[src/rtl/usb_rx_packet_fifo_if.sv]
// Bus bundle between usb_rx / bus-side reader and the packet receive FIFO.
// The master drives the write/commit/read requests; the FIFO (slave) returns
// read data and occupancy status.
interface usb_rx_packet_fifo_if #(
   parameter int DATA_WIDTH = 8,
   parameter int DEPTH      = 64
);
   localparam int CW = $clog2(DEPTH) + 1;

   logic                  w_enable;
   logic [DATA_WIDTH-1:0] w_data;
   logic                  commit;
   logic                  discard;
   logic                  r_enable;
   logic [DATA_WIDTH-1:0] r_data;
   logic                  empty;
   logic                  full;
   logic                  almost_full;
   logic [CW-1:0]         count;
   logic                  overflow;
   logic                  commit_err;

   modport master (
      output w_enable, w_data, commit, discard, r_enable,
      input  r_data, empty, full, almost_full, count, overflow, commit_err
   );

   modport slave (
      input  w_enable, w_data, commit, discard, r_enable,
      output r_data, empty, full, almost_full, count, overflow, commit_err
   );
endinterface

[src/rtl/usb_rx_packet_fifo.sv]
// Packet-aware receive FIFO. Bytes of the packet in flight sit between
// cmt_ptr and wr_ptr and stay invisible to the reader until the packet is
// committed; a discard (or a commit after an overflow) rewinds wr_ptr to the
// commit boundary so a bad packet never reaches the reader.
// Pointers carry one extra MSB so full and empty stay distinguishable.
module usb_rx_packet_fifo #(
   parameter int DATA_WIDTH = 8,
   parameter int DEPTH      = 64,
   parameter int AF_THRESH  = DEPTH - 4
) (
   input  logic              clk,
   input  logic              rst,
   usb_rx_packet_fifo_if.slave bus
);
   localparam int AW = $clog2(DEPTH);
   localparam int PW = AW + 1;
   localparam logic [PW-1:0] DEPTH_P = PW'(DEPTH);
   localparam logic [PW-1:0] AF_P    = PW'(AF_THRESH);
   localparam logic [PW-1:0] ONE_P   = PW'(1);

   logic [DATA_WIDTH-1:0] mem [DEPTH];

   logic [PW-1:0] wr_ptr;
   logic [PW-1:0] cmt_ptr;
   logic [PW-1:0] rd_ptr;
   logic [PW-1:0] used;

   logic [DATA_WIDTH-1:0] r_data_q;
   logic overflow_q;
   logic commit_err_q;

   logic empty_c;
   logic full_c;
   logic drop_pkt;
   logic take_pkt;
   logic wr_accept;
   logic rd_fire;

   // Occupancy flags, all derived from the registered pointers.
   always_comb begin
      used    = wr_ptr - rd_ptr;
      empty_c = (rd_ptr == cmt_ptr);
      full_c  = (used == DEPTH_P);
   end

   // Per-cycle decisions. A commit arriving after an overflow is downgraded
   // to a discard, so the truncated packet is dropped as a whole.
   always_comb begin
      drop_pkt  = bus.discard || (bus.commit && overflow_q);
      take_pkt  = bus.commit && !bus.discard && !overflow_q;
      wr_accept = bus.w_enable && !full_c && !drop_pkt;
      rd_fire   = bus.r_enable && !empty_c;
   end

   // Storage array; only accepted writes land, contents need no reset.
   always_ff @(posedge clk) begin
      if (wr_accept) begin
         mem[wr_ptr[AW-1:0]] <= bus.w_data;
      end
   end

   // Speculative write pointer: advances on accepted writes, rewinds on drop.
   always_ff @(posedge clk) begin
      if (rst) begin
         wr_ptr <= '0;
      end else if (drop_pkt) begin
         wr_ptr <= cmt_ptr;
      end else if (wr_accept) begin
         wr_ptr <= wr_ptr + ONE_P;
      end
   end

   // Commit boundary: a write in the commit cycle belongs to the packet.
   always_ff @(posedge clk) begin
      if (rst) begin
         cmt_ptr <= '0;
      end else if (take_pkt) begin
         cmt_ptr <= wr_accept ? (wr_ptr + ONE_P) : wr_ptr;
      end
   end

   // Read side: pops against the pre-edge commit boundary, data registered.
   always_ff @(posedge clk) begin
      if (rst) begin
         rd_ptr   <= '0;
         r_data_q <= '0;
      end else if (rd_fire) begin
         rd_ptr   <= rd_ptr + ONE_P;
         r_data_q <= mem[rd_ptr[AW-1:0]];
      end
   end

   // Overflow is sticky for the packet in flight; any packet end clears it.
   always_ff @(posedge clk) begin
      if (rst) begin
         overflow_q <= 1'b0;
      end else if (bus.commit || bus.discard) begin
         overflow_q <= 1'b0;
      end else if (bus.w_enable && full_c) begin
         overflow_q <= 1'b1;
      end
   end

   // Single-cycle flag for a commit that had to be turned into a discard.
   always_ff @(posedge clk) begin
      if (rst) begin
         commit_err_q <= 1'b0;
      end else begin
         commit_err_q <= bus.commit && !bus.discard && overflow_q;
      end
   end

   assign bus.r_data      = r_data_q;
   assign bus.empty       = empty_c;
   assign bus.full        = full_c;
   assign bus.almost_full = (used >= AF_P);
   assign bus.count       = cmt_ptr - rd_ptr;
   assign bus.overflow    = overflow_q;
   assign bus.commit_err  = commit_err_q;

endmodule

[src/flat_wrapper.sv]
// flat-port wrapper written by rule: the top's interface ports become plain ports
module usb_rx_packet_fifo_flat 
#(
   parameter int DATA_WIDTH = 8,
   parameter int DEPTH      = 64,
   parameter int AF_THRESH  = DEPTH - 4
)
  (clk, rst, bus_w_enable, bus_w_data, bus_commit, bus_discard, bus_r_enable, bus_r_data, bus_empty, bus_full, bus_almost_full, bus_count, bus_overflow, bus_commit_err);
  usb_rx_packet_fifo_if #(.DATA_WIDTH(DATA_WIDTH), .DEPTH(DEPTH)) bus_i ();
  input  logic clk;
  input  logic rst;
  input wire logic [$bits(bus_i.w_enable)-1:0] bus_w_enable;
  input wire logic [$bits(bus_i.w_data)-1:0] bus_w_data;
  input wire logic [$bits(bus_i.commit)-1:0] bus_commit;
  input wire logic [$bits(bus_i.discard)-1:0] bus_discard;
  input wire logic [$bits(bus_i.r_enable)-1:0] bus_r_enable;
  output wire logic [$bits(bus_i.r_data)-1:0] bus_r_data;
  output wire logic [$bits(bus_i.empty)-1:0] bus_empty;
  output wire logic [$bits(bus_i.full)-1:0] bus_full;
  output wire logic [$bits(bus_i.almost_full)-1:0] bus_almost_full;
  output wire logic [$bits(bus_i.count)-1:0] bus_count;
  output wire logic [$bits(bus_i.overflow)-1:0] bus_overflow;
  output wire logic [$bits(bus_i.commit_err)-1:0] bus_commit_err;
  assign bus_i.w_enable = bus_w_enable;
  assign bus_i.w_data = bus_w_data;
  assign bus_i.commit = bus_commit;
  assign bus_i.discard = bus_discard;
  assign bus_i.r_enable = bus_r_enable;
  assign bus_r_data = bus_i.r_data;
  assign bus_empty = bus_i.empty;
  assign bus_full = bus_i.full;
  assign bus_almost_full = bus_i.almost_full;
  assign bus_count = bus_i.count;
  assign bus_overflow = bus_i.overflow;
  assign bus_commit_err = bus_i.commit_err;
  usb_rx_packet_fifo #(.DATA_WIDTH(DATA_WIDTH), .DEPTH(DEPTH), .AF_THRESH(AF_THRESH)) u_core (.clk(clk), .rst(rst), .bus(bus_i));
endmodule
[config.mk]
export PLATFORM = sky130hd
export DESIGN_NAME = usb_rx_packet_fifo_flat
export DESIGN_NICKNAME = d
export VERILOG_FILES = /design/src/rtl/usb_rx_packet_fifo_if.sv /design/src/rtl/usb_rx_packet_fifo.sv /design/src/flat_wrapper.sv
export SDC_FILE = /design/constraint.sdc
export NUM_CORES = 1
export LEC_CHECK = 0
export ABC_AREA = 1
export BUFFER_PORTS_ARGS = -buffer_cell sky130_fd_sc_hd__buf_4
export CORE_MARGIN = 2
export CORE_UTILIZATION = 50
export DETAILED_ROUTE_END_ITERATION = 10
export PLACE_DENSITY = 0.77
export SLEW_MARGIN = 20
export SYNTH_ARGS = -nofsm -noshare
export SYNTH_HDL_FRONTEND = slang
export SYNTH_SLANG_ARGS = --single-unit
[constraint.sdc]
create_clock -name clk -period 3.1 [get_ports clk]
set_clock_uncertainty 0.2 [all_clocks]
set_input_delay 0.62 -clock clk [delete_from_list [all_inputs] [get_ports clk]]
set_output_delay 0.62 -clock clk [all_outputs]
set_load 0.03 [all_outputs]
==> flow_metrics.env, run 1 <==
export IMPL_start_util=0.504
export IMPL_synth_flop_cell="edfxtp_1"
export IMPL_design_die_area_mm2=0.0472
export IMPL_slew_violations=0
export IMPL_syn_to_final_growth_pct=14.7
export IMPL_synth_yosys_seq_area_share=0.704
export IMPL_wl_per_cell_um=22.6
export IMPL_cts_sinks=543
export IMPL_ff_latch_area_mm2=0.0160
export IMPL_cellLeakagePower_uw=0.00907
export IMPL_grt_overflow=0
export IMPL_setup_viol=2
export IMPL_root_buffer="clkbuf_16"
export IMPL_grt_max_degree=188
export IMPL_path_cells="inv_4, ha_4, or2_4, nand2_2, nand2_2, nand2_4, nand2_2, nor2_2, nand3_2, buf_6, inv_4, buf_6"
export IMPL_drv_cap=0
export IMPL_period_share=1.00
export IMPL_track_usage=0.254
export IMPL_hp_class="primary input to flop"
export IMPL_failed_checks="setup timing"
export IMPL_rsz0062_at_grt="yes"
export IMPL_grt_pass1_wl_um=91000
export IMPL_critPathMaxFanout=4
export IMPL_postRouteAntennaNets=0
export IMPL_final_cell_mix="edfxtp_1 (512), nor2_1 (409), o21ai_0 (247)"
export IMPL_cp_required_ns=2.28
export IMPL_period_needed_ns=3.10
export IMPL_ys_async_sr_fraction=0
export IMPL_h_tree_depth=2
export IMPL_worstPathArrival_ns=2.28
export IMPL_yosys_warnings=0
export IMPL_grt_pass1_vias=15700
export IMPL_synth_edf_count=512
export IMPL_setup_slack_ns=-0.00439
export IMPL_drc=0
export IMPL_crit_buf_inv=4
export IMPL_fillCellCount=3497
export IMPL_first_pass_iters=6
export IMPL_dr_total_vias=16000
export IMPL_diodes=0
export IMPL_dp_cells=2557
export IMPL_drt_vias_per_instance=6.00
export IMPL_layout_nets=2056
export IMPL_synth_seq_cells=543
export IMPL_antenna_found_initial=0
export IMPL_routed_wl_um=60400
export IMPL_syn_area_mm2=0.0227
export IMPL_syn_area_per_cell_um2=11.7
export IMPL_io_buffers=33
export IMPL_cts_buffer_depth=3
export IMPL_drive_gt1_frac=0.148
export IMPL_synth_fp_nets=1968
export IMPL_cp_slowest_cell="dfxtp_2"
export IMPL_worstMarginPinSlew_ns=1.03
export IMPL_synth_cells=1939
export IMPL_num_rows=78
export IMPL_stdcell_area_mm2=0.0261
export IMPL_worst_setup_path_start_kind="flop"
export IMPL_clk_pin_slew_worst_paths_ns=0.06
export IMPL_postPlaceCellArea_mm2=0.0240
export IMPL_clock_latency_ns=0.60
export IMPL_gp_congestion=0.921
export IMPL_whs_ns=0.0506
export IMPL_max_stage_delay_ns=0.35
export IMPL_die_h_um=217
export IMPL_dp_hpwl_um=34200
export IMPL_fmax_mhz=322
export IMPL_final_common_cell="edfxtp_1"
export IMPL_fp_coreArea_mm2=0.0451
export IMPL_numCtsBuffers=52
export IMPL_multi_input_area_mm2=0.00605
export IMPL_ios=34
export IMPL_crit_top_cell="nand2_2"
export IMPL_hold_buffers=0
export IMPL_synth_cell_types=44
export IMPL_status="finished, violations left"
export IMPL_die_width_um=217
export IMPL_worst_path_dominant_cell_family="simple AND/OR/NAND/NOR gates"
export IMPL_powerDensity_mw_per_mm2=637
export IMPL_max_slew_margin=0.305
export IMPL_ir_drop_mv=0.444
export IMPL_hold_viol_final=0
export IMPL_drt_first_iter_violations=2130
export IMPL_tritoncts="yes"
export IMPL_final_cells=2671
export IMPL_cp_end_kind="output port"
export IMPL_crit_type="flop to output port"
-- final timing paths --
path | from | endpoint | slack (ns) | depth (start not counted)
max | u_core.rd_ptr[2] | bus_full | -0.004 | 12
min | bus_discard | u_core.bus.commit_err | 0.05 | 2
max reg2reg | u_core.rd_ptr[0] | u_core.bus.r_data[4] | 0.04 | 12
min reg2reg | u_core.bus.overflow | u_core.bus.commit_err | 0.34 | 2
-- worst register-to-register path, stage by stage (launching register included) --
cell and delay [ns]:
dfxtp_4 0.39, buf_4 0.13, buf_12 0.35, inv_6 0.14, buf_12 0.23, o21ai_0 0.47
o211ai_1 0.20, nand3_1 0.23, nand3_1 0.18, nand3_1 0.11, nand3_1 0.18, nand2_1 0.11
inv_1 0.04
-- cell type report --
| class | instances | share of cell area |
|---|---|---|
| Multi-Input combinational cell | 1201 | 0.232 |
| Clock buffer | 69 | 0.0547 |
| Sequential cell | 543 | 0.614 |
| Timing Repair Buffer | 148 | 0.0496 |
| Clock inverter | 29 | 0.00888 |
| Tap cell | 600 | 0.0288 |
| Inverter | 81 | 0.0123 |
-- cells by family (layout without fill, tap and decap cells) --
family,Yosys count,count (layout),synth area share
buf+inv,195,327,0.0414
fa+ha+maj,15,15,0.00859
flops,543,543,0.704
simple gates,754,754,0.139
xor+xnor,10,10,0.00385
compound gates,422,422,0.103
-- registers in the layout (all words and copies together), names as in the netlist --
name / count
u_core.mem: 512
u_core.rd_ptr: 7
u_core.bus.overflow: 1
u_core.bus.r_data: 8
u_core.bus.commit_err: 1
u_core.wr_ptr: 7
u_core.cmt_ptr: 7
-- synth_stat cells, types with 2 or more instances --
cell type | instances | share of area
buf_1 | 2 | 0.00033
o211ai_1 | 56 | 0.018
nand3_2 | 3 | 0.0013
o21ai_0 | 249 | 0.055
nand3_4 | 6 | 0.0046
dfxtp_1 | 31 | 0.027
o22ai_1 | 53 | 0.015
o21ai_1 | 18 | 0.0040
edfxtp_1 | 512 | 0.68
nand4_1 | 11 | 0.0030
inv_1 | 74 | 0.012
nand2_1 | 194 | 0.032
clkbuf_1 | 35 | 0.0058
a21oi_1 | 41 | 0.0090
nor3_1 | 6 | 0.0013
buf_4 | 19 | 0.0063
xnor2_1 | 5 | 0.0019
buf_6 | 10 | 0.0050
nor2_1 | 419 | 0.069
buf_2 | 48 | 0.011
xor2_1 | 5 | 0.0019
nand2_2 | 2 | 0.00055
nand3_1 | 100 | 0.022
clkinv_1 | 3 | 0.00050
ha_1 | 14 | 0.0077
inv_2 | 3 | 0.00050
nor2_2 | 3 | 0.00083
-- metrics by stage --
step / util / worst slack, ns / total power [uW] / TNS, ns
after global routing: 0.578 / -0.0845 / 17100 / -0.227
after global placement: 0.532 / 0.173 / 10300 / 0
final: 0.578 / -0.00439 / 16600 / -0.00471
after CTS: 0.575 / -0.00208 / 16500 / -0.00208
after detailed placement: 0.532 / 0.0501 / 10400 / 0
after floorplan: - / -0.0756 / 9640 / -26.99
-- report_power, final --
group / switching [uW] / internal (uW) / leakage [uW] / total [uW]
clock network: 2700 / 3490 / 0.000819 / 6190
logic: 1600 / 702 / 0.00339 / 2300
registers: 45.8 / 8070 / 0.00486 / 8110
-- repair_timing --
item                                    CTS  global route
gates resized for setup                  39            26
endpoints found under the setup margin    6           101
setup buffers                            10             5
pin swaps                                11            11
cloned                                    1             0
endpoints found under the hold margin     0             0
-- routing by layer --
layer / global-route usage / vias to the layer above / share of wire
li1: - / 7083 / -
met1: 0.335 / 7767 / 0.38
met2: 0.414 / 1015 / 0.48
met3: 0.0488 / 166 / 0.10
met4: 0.109 / 0 / 0.042
met5: 0 / - / 0
Note: power is estimated with default switching activity, not from simulation.
==> run 2: changes to the inputs <==
--- a/config.mk
+++ b/config.mk
@@ -5,11 +5,11 @@
 export SDC_FILE = /design/constraint.sdc
 export NUM_CORES = 1
 export LEC_CHECK = 0
-export ABC_AREA = 1
 export BUFFER_PORTS_ARGS = -buffer_cell sky130_fd_sc_hd__buf_4
 export CORE_MARGIN = 2
 export CORE_UTILIZATION = 50
 export DETAILED_ROUTE_END_ITERATION = 10
+export GPL_ROUTABILITY_DRIVEN = 0
 export PLACE_DENSITY = 0.77
 export SLEW_MARGIN = 20
 export SYNTH_ARGS = -nofsm -noshare
==> run 2 against run 1 <==
Net effect: sequential share of layout area is 0.27 points higher; sequential cell count did not move; critical path depth fell by 3; non-clock buffer count is 4 higher; largest cell class unchanged; fmax is 7.8% lower; largest power group unchanged; final cell count down 28%; wire length fell by 17%; the flow still finishes with violations (setup timing); area after synthesis is 4.2% lower; design area down 0.44%; core utilization up 2.6 points.
==> flow_metrics.env, run 2 <==
export IMPL_status="finished, violations left"
export IMPL_failed_checks="setup timing"
export IMPL_path_cells="inv_4, ha_4, nand3b_1, buf_4, a21oi_4, nor4_4, buf_4, nor4_4, buf_4"
export IMPL_hold_path_end="u_core.bus.overflow"
export IMPL_drive_gt1_frac=0.344
export IMPL_whs_path_depth=2
export IMPL_ff_latch_area_mm2=0.0160
export IMPL_max_slew_margin=0.507
export IMPL_ys_async_sr_fraction=0
export IMPL_hp_class="primary input to flop"
export IMPL_synth_top_area_share=0.706
export IMPL_multi_input_area_mm2=0.00611
export IMPL_rsz0062_at_grt="yes"
export IMPL_yosysTopAreaCell="edfxtp_1"
export IMPL_drt_vias_per_instance=6.21
export IMPL_start_util=0.507
export IMPL_routed_wl_um=50300
export IMPL_slew_violations=0
export IMPL_synth_fp_nets=1176
export IMPL_worst_setup_path_start_kind="flop"
export IMPL_syn_area_per_cell_um2=19.0
export IMPL_critPathMaxFanout=5
export IMPL_grt_pass1_wl_um=74600
export IMPL_hold_buffers=0
export IMPL_synth_flop_cell="edfxtp_1"
export IMPL_worstReg2RegEnd="u_core.mem[41][0]"
export IMPL_p_total_uw=16500
export IMPL_r2r_start="u_core.rd_ptr[1]"
export IMPL_final_cell_mix="edfxtp_1 (512), mux4_2 (132), buf_4 (115)"
export IMPL_h_tree_depth=2
export IMPL_diodes=0
export IMPL_syn_to_final_growth_pct=19.3
export IMPL_io_buffers=33
export IMPL_dp_hpwl_um=29600
export IMPL_clock_latency_ns=0.58
export IMPL_clk_pin_slew_worst_paths_ns=0.06
export IMPL_drv_cap=0
export IMPL_crit_buf_inv=4
export IMPL_synth_cell_types=53
export IMPL_ir_drop_mv=0.376
export IMPL_period_needed_ns=3.37
export IMPL_postPlaceCellArea_mm2=0.0233
export IMPL_first_pass_iters=6
export IMPL_cts_sinks=543
export IMPL_worstMarginPinSlew_ns=0.740
export IMPL_regToRegSetupSlack_ns=-0.20
export IMPL_synth_most_common_cell="edfxtp_1"
export IMPL_fillCellCount=2936
export IMPL_fmax_mhz=297
export IMPL_period_share=1.09
export IMPL_postRouteAntennaNets=0
export IMPL_syn_area_mm2=0.0218
export IMPL_synth_seq_cells=543
export IMPL_track_usage=0.225
export IMPL_cellLeakagePower_uw=0.00831
export IMPL_synth_edf_count=512
export IMPL_synth_yosys_seq_area_share=0.735
export IMPL_antenna_found_initial=0
export IMPL_layout_nets=1321
export IMPL_fp_coreArea_mm2=0.0430
export IMPL_ys_top_cells_by_area="edfxtp_1 (71%), mux4_2 (14%), dfxtp_1 (2.9%), nor2_1 (1.9%), mux2i_1 (1.4%)"
export IMPL_dr_total_vias=11900
export IMPL_grt_max_degree=65
export IMPL_cp_end_kind="output port"
export IMPL_root_buffer="clkbuf_16"
export IMPL_rr_worst_depth=13
export IMPL_synth_cells=1147
export IMPL_numCtsBuffers=52
export IMPL_drt_first_iter_violations=1531
export IMPL_worst_path_dominant_cell_family="buffers and inverters"
export IMPL_die_h_um=213
export IMPL_crit_type="flop to output port"
export IMPL_worstHoldStart="bus_commit"
export IMPL_largest_reg_flops=512
export IMPL_stdcell_area_mm2=0.0260
export IMPL_worstPathArrival_ns=2.55
export IMPL_cp_slowest_cell="dfxtp_4"
export IMPL_ios=34
export IMPL_max_stage_delay_ns=0.38
export IMPL_yosys_warnings=0
export IMPL_wl_per_cell_um=26.3
export IMPL_tritoncts="yes"
export IMPL_num_rows=76
export IMPL_grt_overflow=0
export IMPL_die_width_um=213
export IMPL_dp_slack_ns=-0.251
export IMPL_grt_pass1_vias=11800
export IMPL_powerDensity_mw_per_mm2=635
export IMPL_setup_viol=417
export IMPL_cp_required_ns=2.28
export IMPL_final_common_cell="edfxtp_1"
export IMPL_crit_top_cell="buf_4"
export IMPL_design_die_area_mm2=0.0452
export IMPL_drc=0
export IMPL_netlist_top_cells_count="edfxtp_1 (512), mux4_2 (132), nor2_1 (110)"
export IMPL_cts_buffer_depth=3
export IMPL_hold_viol_final=0
export IMPL_setup_slack_ns=-0.267
run 2: changes by cell type after synthesis, moves of 34 or more:
cell / before / now
nand3_1: 100 / 19
o211ai_1: 56 / 0
o21ai_0: 249 / 10
nand2_1: 194 / 50
mux4_2: 0 / 132
inv_1: 74 / 11
nor2_1: 419 / 110
o22ai_1: 53 / 12
buf_2: 48 / 14
run 2: how the worst max path moves through the flow:
stage / slack [ns] / to / depth (start not counted) / startpoint
global placement: -0.17 / u_core.mem[50][2] / 11 / u_core.rd_ptr[4]
floorplan: -0.30 / u_core.mem[61][0] / 12 / u_core.rd_ptr[2]
global route: -0.34 / bus_full / 9 / u_core.rd_ptr[2]
detailed placement: -0.25 / u_core.mem[26][7] / 11 / u_core.rd_ptr[4]
CTS: -0.20 / bus_full / 9 / u_core.rd_ptr[2]
finish: -0.27 / bus_full / 9 / u_core.rd_ptr[1]
run 2: worst register-to-register path, delay by kind of cell (launching register included):
family | cells | cell delay (ns)
and+or+nand+nor | 4 | 0.67
buffers and inverters | 6 | 0.85
DFF | 1 | 0.38
adders and majority gates | 1 | 0.27
AOI/OAI and AO/OA | 2 | 0.58
run 2: per-layer routing:
metal | GRT usage | vias up | routed length (um)
met1 | 0.319 | 6171 | 20300
li1 | - | 4962 | -
met4 | 0.0844 | 0 | 1900
met3 | 0.0354 | 129 | 4110
met5 | 0 | - | 0
met2 | 0.357 | 643 | 24000
run 2: area by class of cell:
cell class,instances,share of cell area
Multi-Input combinational cell,531,0.235
Tap cell,585,0.0282
Clock inverter,31,0.0102
Timing Repair Buffer,152,0.0541
Clock buffer,64,0.0535
Inverter,12,0.00212
Sequential cell,543,0.617
run 2: metrics by stage:
step	hold WS [ns]	util	instances	TNS [ns]
floorplan	0.289	-	1147	-109.31
global placement	0.300	0.542	1785	-9.09
detailed placement	0.308	0.542	1785	-41.56
CTS	0.00583	0.594	1900	-1.14
global route	0.0285	0.604	1918	-70.65
finish	0.0278	0.604	1918	-42.37
run 2: cell families (layout without fill, tap and decap cells):
group / Yosys count / after routing / synth area share
xor+xnor: 19 / 19 / 0.00764
buf+inv: 73 / 259 / 0.0146
mux: 163 / 163 / 0.151
simple gates: 226 / 226 / 0.0463
fa+ha+maj: 15 / 15 / 0.00897
compound gates: 108 / 108 / 0.0370
flops: 543 / 543 / 0.735
run 2: timing repair:
action                     CTS  global route
resized for setup          114            57
setup buffers               20            19
pin swaps                   17            22
hold endpoints to repair     0             0
setup endpoints to repair  367           519
run 2: where the power goes:
part           total (uW)  internal [uW]  switching (uW)
Sequential           8120           8070            43.0
Combinational        2220           1030            1190
Clock                6150           3510            2640
Total               16500          12600            3870
